[src/rtl/reg_logic_pipe.sv]
// Pipelined WIDTH-bit logic unit (AND/OR/XOR/NOR) with valid/ready flow control and a delivery counter.
// Optional registered even-parity output is enabled by defining REG_LOGIC_PIPE_PARITY_EN.
module reg_logic_pipe #(
  parameter int WIDTH  = 8,
  parameter int STAGES = 2
) (
  input  logic             i_clk,
  input  logic             i_rst_n,
  input  logic             i_valid,
  output logic             o_ready,
  input  logic [WIDTH-1:0] i_a,
  input  logic [WIDTH-1:0] i_b,
  input  logic [1:0]       i_op,
  output logic             o_valid,
  input  logic             i_ready,
  output logic [WIDTH-1:0] o_q,
  output logic [15:0]      o_count
`ifdef REG_LOGIC_PIPE_PARITY_EN
  ,
  output logic             o_parity
`endif
);

  function automatic logic [WIDTH-1:0] f_logic(input logic [WIDTH-1:0] a,
                                                input logic [WIDTH-1:0] b,
                                                input logic [1:0]       op);
    logic [WIDTH-1:0] r;
    case (op)
      2'b00:   r = a & b;
      2'b01:   r = a | b;
      2'b10:   r = a ^ b;
      default: r = ~(a | b);
    endcase
    return r;
  endfunction

  logic [STAGES-1:0] r_vld;
  logic [WIDTH-1:0]  r_dat [STAGES];
  logic [STAGES-1:0] w_load;
  logic [WIDTH-1:0]  w_fn;
  logic [15:0]       r_count;

  assign w_fn = f_logic(i_a, i_b, i_op);

  // Stage k loads when any stage from k to the output is empty or the sink is taking data;
  // written in closed form to keep the backward ripple free of self-referencing vectors.
  for (genvar k = 0; k < STAGES; k++) begin : g_load
    assign w_load[k] = i_ready | ~(&r_vld[STAGES-1:k]);
  end

  assign o_ready = w_load[0];
  assign o_valid = r_vld[STAGES-1];
  assign o_q     = r_dat[STAGES-1];
  assign o_count = r_count;

  always_ff @(posedge i_clk or negedge i_rst_n) begin
    if (!i_rst_n) begin
      r_vld <= '0;
    end else begin
      if (w_load[0]) r_vld[0] <= i_valid;
      for (int k = 1; k < STAGES; k++) begin
        if (w_load[k]) r_vld[k] <= r_vld[k-1];
      end
    end
  end

  always_ff @(posedge i_clk) begin
    if (w_load[0]) r_dat[0] <= w_fn;
    for (int k = 1; k < STAGES; k++) begin
      if (w_load[k]) r_dat[k] <= r_dat[k-1];
    end
  end

  always_ff @(posedge i_clk or negedge i_rst_n) begin
    if (!i_rst_n) begin
      r_count <= 16'd0;
    end else if (o_valid && i_ready) begin
      r_count <= r_count + 16'd1;
    end
  end

`ifdef REG_LOGIC_PIPE_PARITY_EN
  logic [STAGES-1:0] r_par;

  always_ff @(posedge i_clk) begin
    if (w_load[0]) r_par[0] <= ^w_fn;
    for (int k = 1; k < STAGES; k++) begin
      if (w_load[k]) r_par[k] <= r_par[k-1];
    end
  end

  assign o_parity = r_par[STAGES-1];
`endif

endmodule

[config.mk]
export PLATFORM = sky130hd
export DESIGN_NAME = reg_logic_pipe
export DESIGN_NICKNAME = d
export VERILOG_FILES = /design/src/rtl/reg_logic_pipe.sv
export SDC_FILE = /design/constraint.sdc
export NUM_CORES = 1
export LEC_CHECK = 0
export BUFFER_PORTS_ARGS = -buffer_cell sky130_fd_sc_hd__buf_2
export CAP_MARGIN = 10
export CORE_ASPECT_RATIO = 0.6
export CORE_MARGIN = 1.5
export CORE_UTILIZATION = 40
export CTS_BUF_LIST = sky130_fd_sc_hd__clkbuf_8
export CTS_CLUSTER_SIZE = 28
export DETAILED_ROUTE_END_ITERATION = 8
export MAX_ROUTING_LAYER = met4
export PLACE_DENSITY_LB_ADDON = 0.15
export RECOVER_POWER = 100
export REMOVE_ABC_BUFFERS = 1
export SLEW_MARGIN = 20
export SYNTH_ARGS = -nofsm -noshare
export SYNTH_HDL_FRONTEND = slang
export SYNTH_SLANG_ARGS = --single-unit
[constraint.sdc]
create_clock -name i_clk -period 1.75 [get_ports i_clk]
set_input_delay 0.35 -clock i_clk [delete_from_list [all_inputs] [get_ports i_clk]]
set_output_delay 0.35 -clock i_clk [all_outputs]
set_load 0.02 [all_outputs]
==> results of run 1 <==
## layer usage
layer | share of wire, % | global-route usage [%]
met1 | 49 | 17.6
met4 | 1.3 | 5.44
met3 | 4.7 | 4.41
met2 | 45 | 22.0
met5 | 0 | -
## worst register-to-register path: cells and delay by family, from the launching register on
| family | cells | cell delay [ps] |
|---|---|---|
| and+or+nand+nor | 3 | 490 |
| adders and majority gates | 1 | 230 |
| xor gates and xnor gates | 1 | 160 |
| DFF | 1 | 430 |
## power groups by stage
stage	combinational (W)	clock [W]	sequential [W]
after CTS	0.000511	0.000570	0.00111
after floorplan	0.000197	0	0.00122
final	0.000472	0.000552	0.00111
after global routing	0.000531	0.000606	0.00113
after detailed placement	0.000507	0	0.00112
after global placement	0.000501	0	0.00111
## layout by cell type, fill, tap and decap left out, types with 3 or more instances in the layout
cell type,netlist,final
clkbuf_1,3,34
inv_1,22,22
nand2_1,19,19
o21ai_0,18,18
dfrtp_1,18,18
ha_1,17,17
edfxtp_1,16,16
buf_2,0,14
xnor2_1,10,10
nand3_1,6,6
nor2_1,5,5
xor2_1,5,5
clkbuf_8,0,5
nor2b_1,4,4
nor3_1,4,4
nand2b_1,3,3
## area by class of cell
type,instances,area (um2)
fill,401,2120
sequential,34,931
multi-input combinational,105,752
timing repair buffer,49,208
inverter,22,82.6
tap,60,75.1
clock buffer,5,68.8
clock inverter,3,16.3
## logic make-up (layout without fill, tap and decap cells)
logic type | count (synthesis) | in the layout | synth area share (%)
XOR/XNOR | 15 | 15 | 7.15
multiplexers | 1 | 1 | 0.613
AO/OA/AOI/OAI | 22 | 22 | 6.27
AND/OR/NAND/NOR | 50 | 50 | 15.3
buffers and inverters | 33 | 79 | 8.38
flip-flops | 34 | 34 | 50.7
adder cells (fa/ha/maj) | 17 | 17 | 11.6
## state kept, by name (all words and copies together), names as in the netlist
name,count
r_dat,16
r_vld,2
o_count,16
## per-stage QoR
stage          util, %  std cells  setup WS [ps]  total power [W]
2_1_floorplan        -        161            315          0.00141
3_3_place_gp      48.9        269            398          0.00161
3_5_place_dp      48.9        269            347          0.00163
4_1_cts           51.2        278            299          0.00219
5_1_grt           50.1        278            176          0.00226
6_report          50.1        278            252          0.00213
## final timing paths
kind | startpoint | endpoint | slack [ps] | cells after the start
max in group asynchronous | i_rst_n | o_count[1] | 450 | 2
setup reg to reg | o_count[0] | o_count[12] | 330 | 5
min in group asynchronous | i_rst_n | o_count[13] | 730 | 2
setup / recovery | r_vld[1] | o_ready | 250 | 2
hold / removal | i_valid | r_vld[0] | 250 | 2
hold reg to reg | r_dat[0][3] | r_dat[0][11] | 420 | 0
## repair_timing
action | 4_1_cts | 5_1_grt
endpoints found under the hold margin | 18 | 0
buffers inserted | 0 | 0
endpoints found under the setup margin | 0 | 0
hold buffers | 1 | 0
==> flow_metrics.py, run 1 <==
metrics = {
    "status": {
        "status": "complete, no violations",
    },
    "sta": {
        "holdWs_ps": 255,
        "setup_viol": 0,
        "hold_violations": 0,
        "fin_skew_ps": 3.26,
        "fin_crit_ps": 1500,
        "max_slew_margin_pct": 36.8,
        "setup-tns-final_ps": 0,
        "fmax_mhz": 667,
        "grt_setup_unrepaired": "false",
        "maxSlewViolCount": 0,
        "tightest_slew_ps": 947,
        "period_share_pct": 85.6,
    },
    "logic_synthesis": {
        "yosysWarnings": 0,
        "synth_top_area_cell": "edfxtp_1",
        "synth_cells": 172,
        "netlist_area_um2": 1840,
        "yosysMostFrequentCell": "inv_1",
        "ys.flop_type": "dfrtp_1",
        "synth_edf_count": 16,
        "synth_cell_types": 26,
        "synthTopCellsByCount": "inv_1 (22), nand2_1 (19), dfrtp_1 (18), o21ai_0 (18), ha_1 (17)",
        "ys_async_sr_fraction_pct": 52.9,
        "synth_top_area_share_pct": 26.2,
        "yosys-top-cells-area": "edfxtp_1 (26%), dfrtp_1 (25%), ha_1 (12%), o21ai_0 (4.9%), xnor2_1 (4.8%)",
        "ys_seq_area_share_pct": 50.7,
        "syn_avg_cell_area_um2": 10.7,
        "synth-seq-cells": 34,
    },
    "clock_network": {
        "clk_pin_slew_ps": 70,
        "clock-sinks": 34,
        "clock_latency_ps": 280,
        "ctsResizeCount": 0,
        "htreeDepth": 2,
        "cts_buffers": 5,
        "root_buffer": "clkbuf_8",
        "cts_buffer_depth": 2,
        "cts_tree": "built",
    },
    "power": {
        "pwr-share-comb_pct": 22.1,
        "seq_power_share_pct": 52.0,
        "p_leak_nw": 0.985,
        "internal_power_w": 0.00141,
        "p_clk_share_pct": 25.9,
        "ir_drop_uv": 395,
        "powerDensity_nw_per_um2": 999,
        "p_sw_w": 0.000721,
        "swShare_pct": 33.8,
    },
    "drt": {
        "first_pass_iters": 4,
        "viasPerCell": 4.63,
        "wire_per_inst_um": 11.7,
        "ant_nets": 0,
        "drtIter0Drc": 38,
        "route.detailed.drc": 0,
        "wl_mm": 3.26,
        "vias": 1287,
    },
    "floorplan": {
        "start_util_pct": 43.2,
        "dieArea_um2": 5020,
        "coreArea_um2": 4260,
        "ioPinCount": 48,
        "rows": 18,
        "die_width_um": 90.5,
        "die_y_um": 55.5,
    },
    "placed_design": {
        "io_buffers": 47,
        "place_congestion": 0.771,
        "dp_hpwl_mm": 2.50,
        "placed_cell_area_um2": 2080,
    },
    "grt": {
        "grt_pass1_wl_mm": 5.40,
        "antenna_found_initial": 0,
        "track_usage_pct": 14.2,
        "grt_overflow_total": 0,
        "grt_pass1_vias": 1212,
        "grt_max_degree": 25,
    },
    "critical_path": {
        "criticalPathCategory": "reg -> out",
        "cpPeakStageDelay_ps": 440,
        "cp-start-kind": "flop",
        "critPathTopFamily": "flip-flops",
        "path_cells": "nand3b_1, clkbuf_1",
        "worstPathArrival_ps": 1150,
        "worstPathRequired_ps": 1400,
        "slowest_stage": "dfrtp_1",
        "cp-end-kind": "primary output",
        "crit_fanout": 6,
        "path_buf_inv": 1,
    },
    "final_layout": {
        "drive_above_1_share_pct": 11.9,
        "design_area_um2": 2130,
        "syn_to_final_growth_pct": 16.1,
        "antenna_cells": 0,
        "layout.nets": 256,
    },
    "worst_hold_path": {
        "hp-class": "in -> reg",
    },
    "job": {
        "maxCapViolCount": 0,
    },
}
Note: power is estimated with default switching activity, not from simulation.
==> run 2: changes to the inputs <==
Settings changed: CORE_UTILIZATION 40 to 54.
==> run 2 against run 1 <==
Cell area down 1.1%. Largest cell class unchanged. Non-clock buffer count unchanged. Clock-buffer cell count up 1. Fmax down 2.0%.
==> flow_metrics.py, run 2 (synthesis gave the netlist of run 1 again) <==
metrics = {
    "clock_network": {
        "cts_setup_buffers": 0,
        "clk_pin_slew_ps": 70,
        "cts_buffer_depth": 2,
        "root_buffer": "clkbuf_8",
        "clock-sinks": 34,
        "ctsResizeCount": 0,
        "cts_buffers": 5,
        "hold_buffers": 1,
        "cts_tree": "built",
        "htreeDepth": 2,
        "clock_latency_ps": 280,
    },
    "floorplan": {
        "ioPinCount": 48,
        "die_width_um": 78.3,
        "start_util_pct": 56.6,
        "dieArea_um2": 3770,
        "coreArea_um2": 3240,
        "die_y_um": 48.2,
        "rows": 16,
    },
    "critical_path": {
        "crit_fanout": 6,
        "cp-end-kind": "flop",
        "reg2reg_depth": 4,
        "r2r_end": "o_count[15]",
        "worstPathRequired_ps": 1920,
        "criticalPathCategory": "reg -> reg",
        "reg2reg_setup_slack_ps": 220,
        "r2r_start": "o_count[3]",
        "worstPathArrival_ps": 1700,
        "cp-start-kind": "flop",
    },
    "placed_design": {
        "dp_hpwl_mm": 2.63,
        "placed_cell_area_um2": 2060,
        "place_congestion": 0.692,
        "io_buffers": 47,
    },
    "power": {
        "pwr-share-comb_pct": 22.4,
        "ir_drop_uv": 571,
        "p_leak_nw": 0.992,
        "p_clk_share_pct": 27.5,
        "internal_power_w": 0.00146,
        "p_sw_w": 0.000714,
        "powerDensity_nw_per_um2": 1030,
        "seq_power_share_pct": 50.1,
        "swShare_pct": 32.9,
    },
    "final_layout": {
        "seqCellArea_um2": 931,
        "final_cell_mix": "clkbuf_1 (32), inv_1 (22), nand2_1 (19), o21ai_0 (18), dfrtp_1 (18)",
        "multi_input_area_um2": 737,
        "syn_to_final_growth_pct": 14.9,
        "num-fill-cells": 289,
        "antenna_cells": 0,
        "mostFrequentLayoutCell": "clkbuf_1",
        "drive_above_1_share_pct": 12.8,
        "layout.nets": 256,
        "design_area_um2": 2110,
        "fin_util_pct": 65.1,
    },
    "drt": {
        "viasPerCell": 4.90,
        "drtIter0Drc": 34,
        "vias": 1289,
        "wl_mm": 3.36,
        "first_pass_iters": 4,
        "wire_per_inst_um": 12.8,
        "route.detailed.drc": 0,
        "ant_nets": 0,
    },
    "grt": {
        "grt_overflow_total": 0,
        "grt_pass1_wl_mm": 5.11,
        "antenna_found_initial": 0,
        "track_usage_pct": 19.6,
        "grt_max_degree": 25,
        "grt_pass1_vias": 1155,
    },
    "sta": {
        "tightest_slew_ps": 1020,
        "setup_viol": 0,
        "grt_setup_unrepaired": "false",
        "setup-tns-final_ps": 0,
        "fmax_mhz": 654,
        "fin_skew_ps": 6.76,
        "hold_violations": 0,
        "period_share_pct": 87.4,
        "max_slew_margin_pct": 32.0,
        "fin_crit_ps": 1530,
        "maxSlewViolCount": 0,
    },
    "worst_hold_path": {
        "hold_end": "r_vld[0]",
        "hp-class": "in -> reg",
        "min_from": "i_valid",
        "hold_path_depth": 2,
    },
    "status": {
        "status": "complete, no violations",
    },
    "job": {
        "maxCapViolCount": 0,
    },
}
-- run 2: changes by cell type in the layout (fill, tap and decap cells not counted) --
cell	change
nand4_4	-1
clkinv_1	-1
buf_2	+2
clkbuf_1	-2
clkinvlp_4	-1
nand4_1	+1
inv_4	+1
clkbuf_8	+1
-- run 2: power by group through the flow --
stage	Clock, W	Combinational, W	Sequential, W
floorplan	0	0.000197	0.00122
global placement	0	0.000496	0.00110
detailed placement	0	0.000515	0.00112
CTS	0.000612	0.000523	0.00110
global route	0.000641	0.000545	0.00110
finish	0.000597	0.000487	0.00109
-- run 2: cell type report --
| cell class | instances | share of cell area [%] |
|---|---|---|
| Sequential cell | 34 | 44.1 |
| Multi-Input combinational cell | 105 | 34.9 |
| Timing Repair Buffer | 49 | 9.96 |
| Clock buffer | 6 | 3.91 |
| Inverter | 22 | 3.91 |
| Tap cell | 45 | 2.67 |
| Clock inverter | 2 | 0.533 |
-- run 2: how the worst max path moves through the flow --
stage / start / to / slack, ps / depth (start not counted)
after floorplan: o_count[3] / o_count[13] / 320 / 4
after global placement: o_count[3] / o_count[15] / 400 / 4
after detailed placement: o_count[3] / o_count[13] / 340 / 4
after CTS: r_vld[1] / o_ready / 280 / 2
after global routing: o_count[3] / o_count[13] / 130 / 4
final: o_count[3] / o_count[15] / 220 / 4
-- run 2: worst max-delay path, stage by stage (launching register included) --
cell	delay (ps)
dfrtp_1	440
nand4_1	270
nor4_4	420
nand3_1	140
xnor2_1	140
-- run 2: metrics by stage --
| stage | setup WS (ps) | hold slack [ps] | instances | total power, W |
|---|---|---|---|---|
| CTS | 284 | 249 | 263 | 0.00223 |
| global route | 130 | 283 | 263 | 0.00229 |
| detailed placement | 344 | 300 | 254 | 0.00163 |
| finish | 221 | 253 | 263 | 0.00217 |
| floorplan | 315 | 54.4 | 161 | 0.00141 |
| global placement | 402 | 290 | 254 | 0.00160 |
-- run 2: layer usage --
layer | share of wire [%] | GRT usage, % | vias to the layer above
li1 | - | - | 649
met1 | 47 | 22.7 | 606
met2 | 46 | 32.9 | 27
met5 | 0 | - | -
met3 | 5.3 | 6.36 | 7
met4 | 1.7 | 8.57 | 0
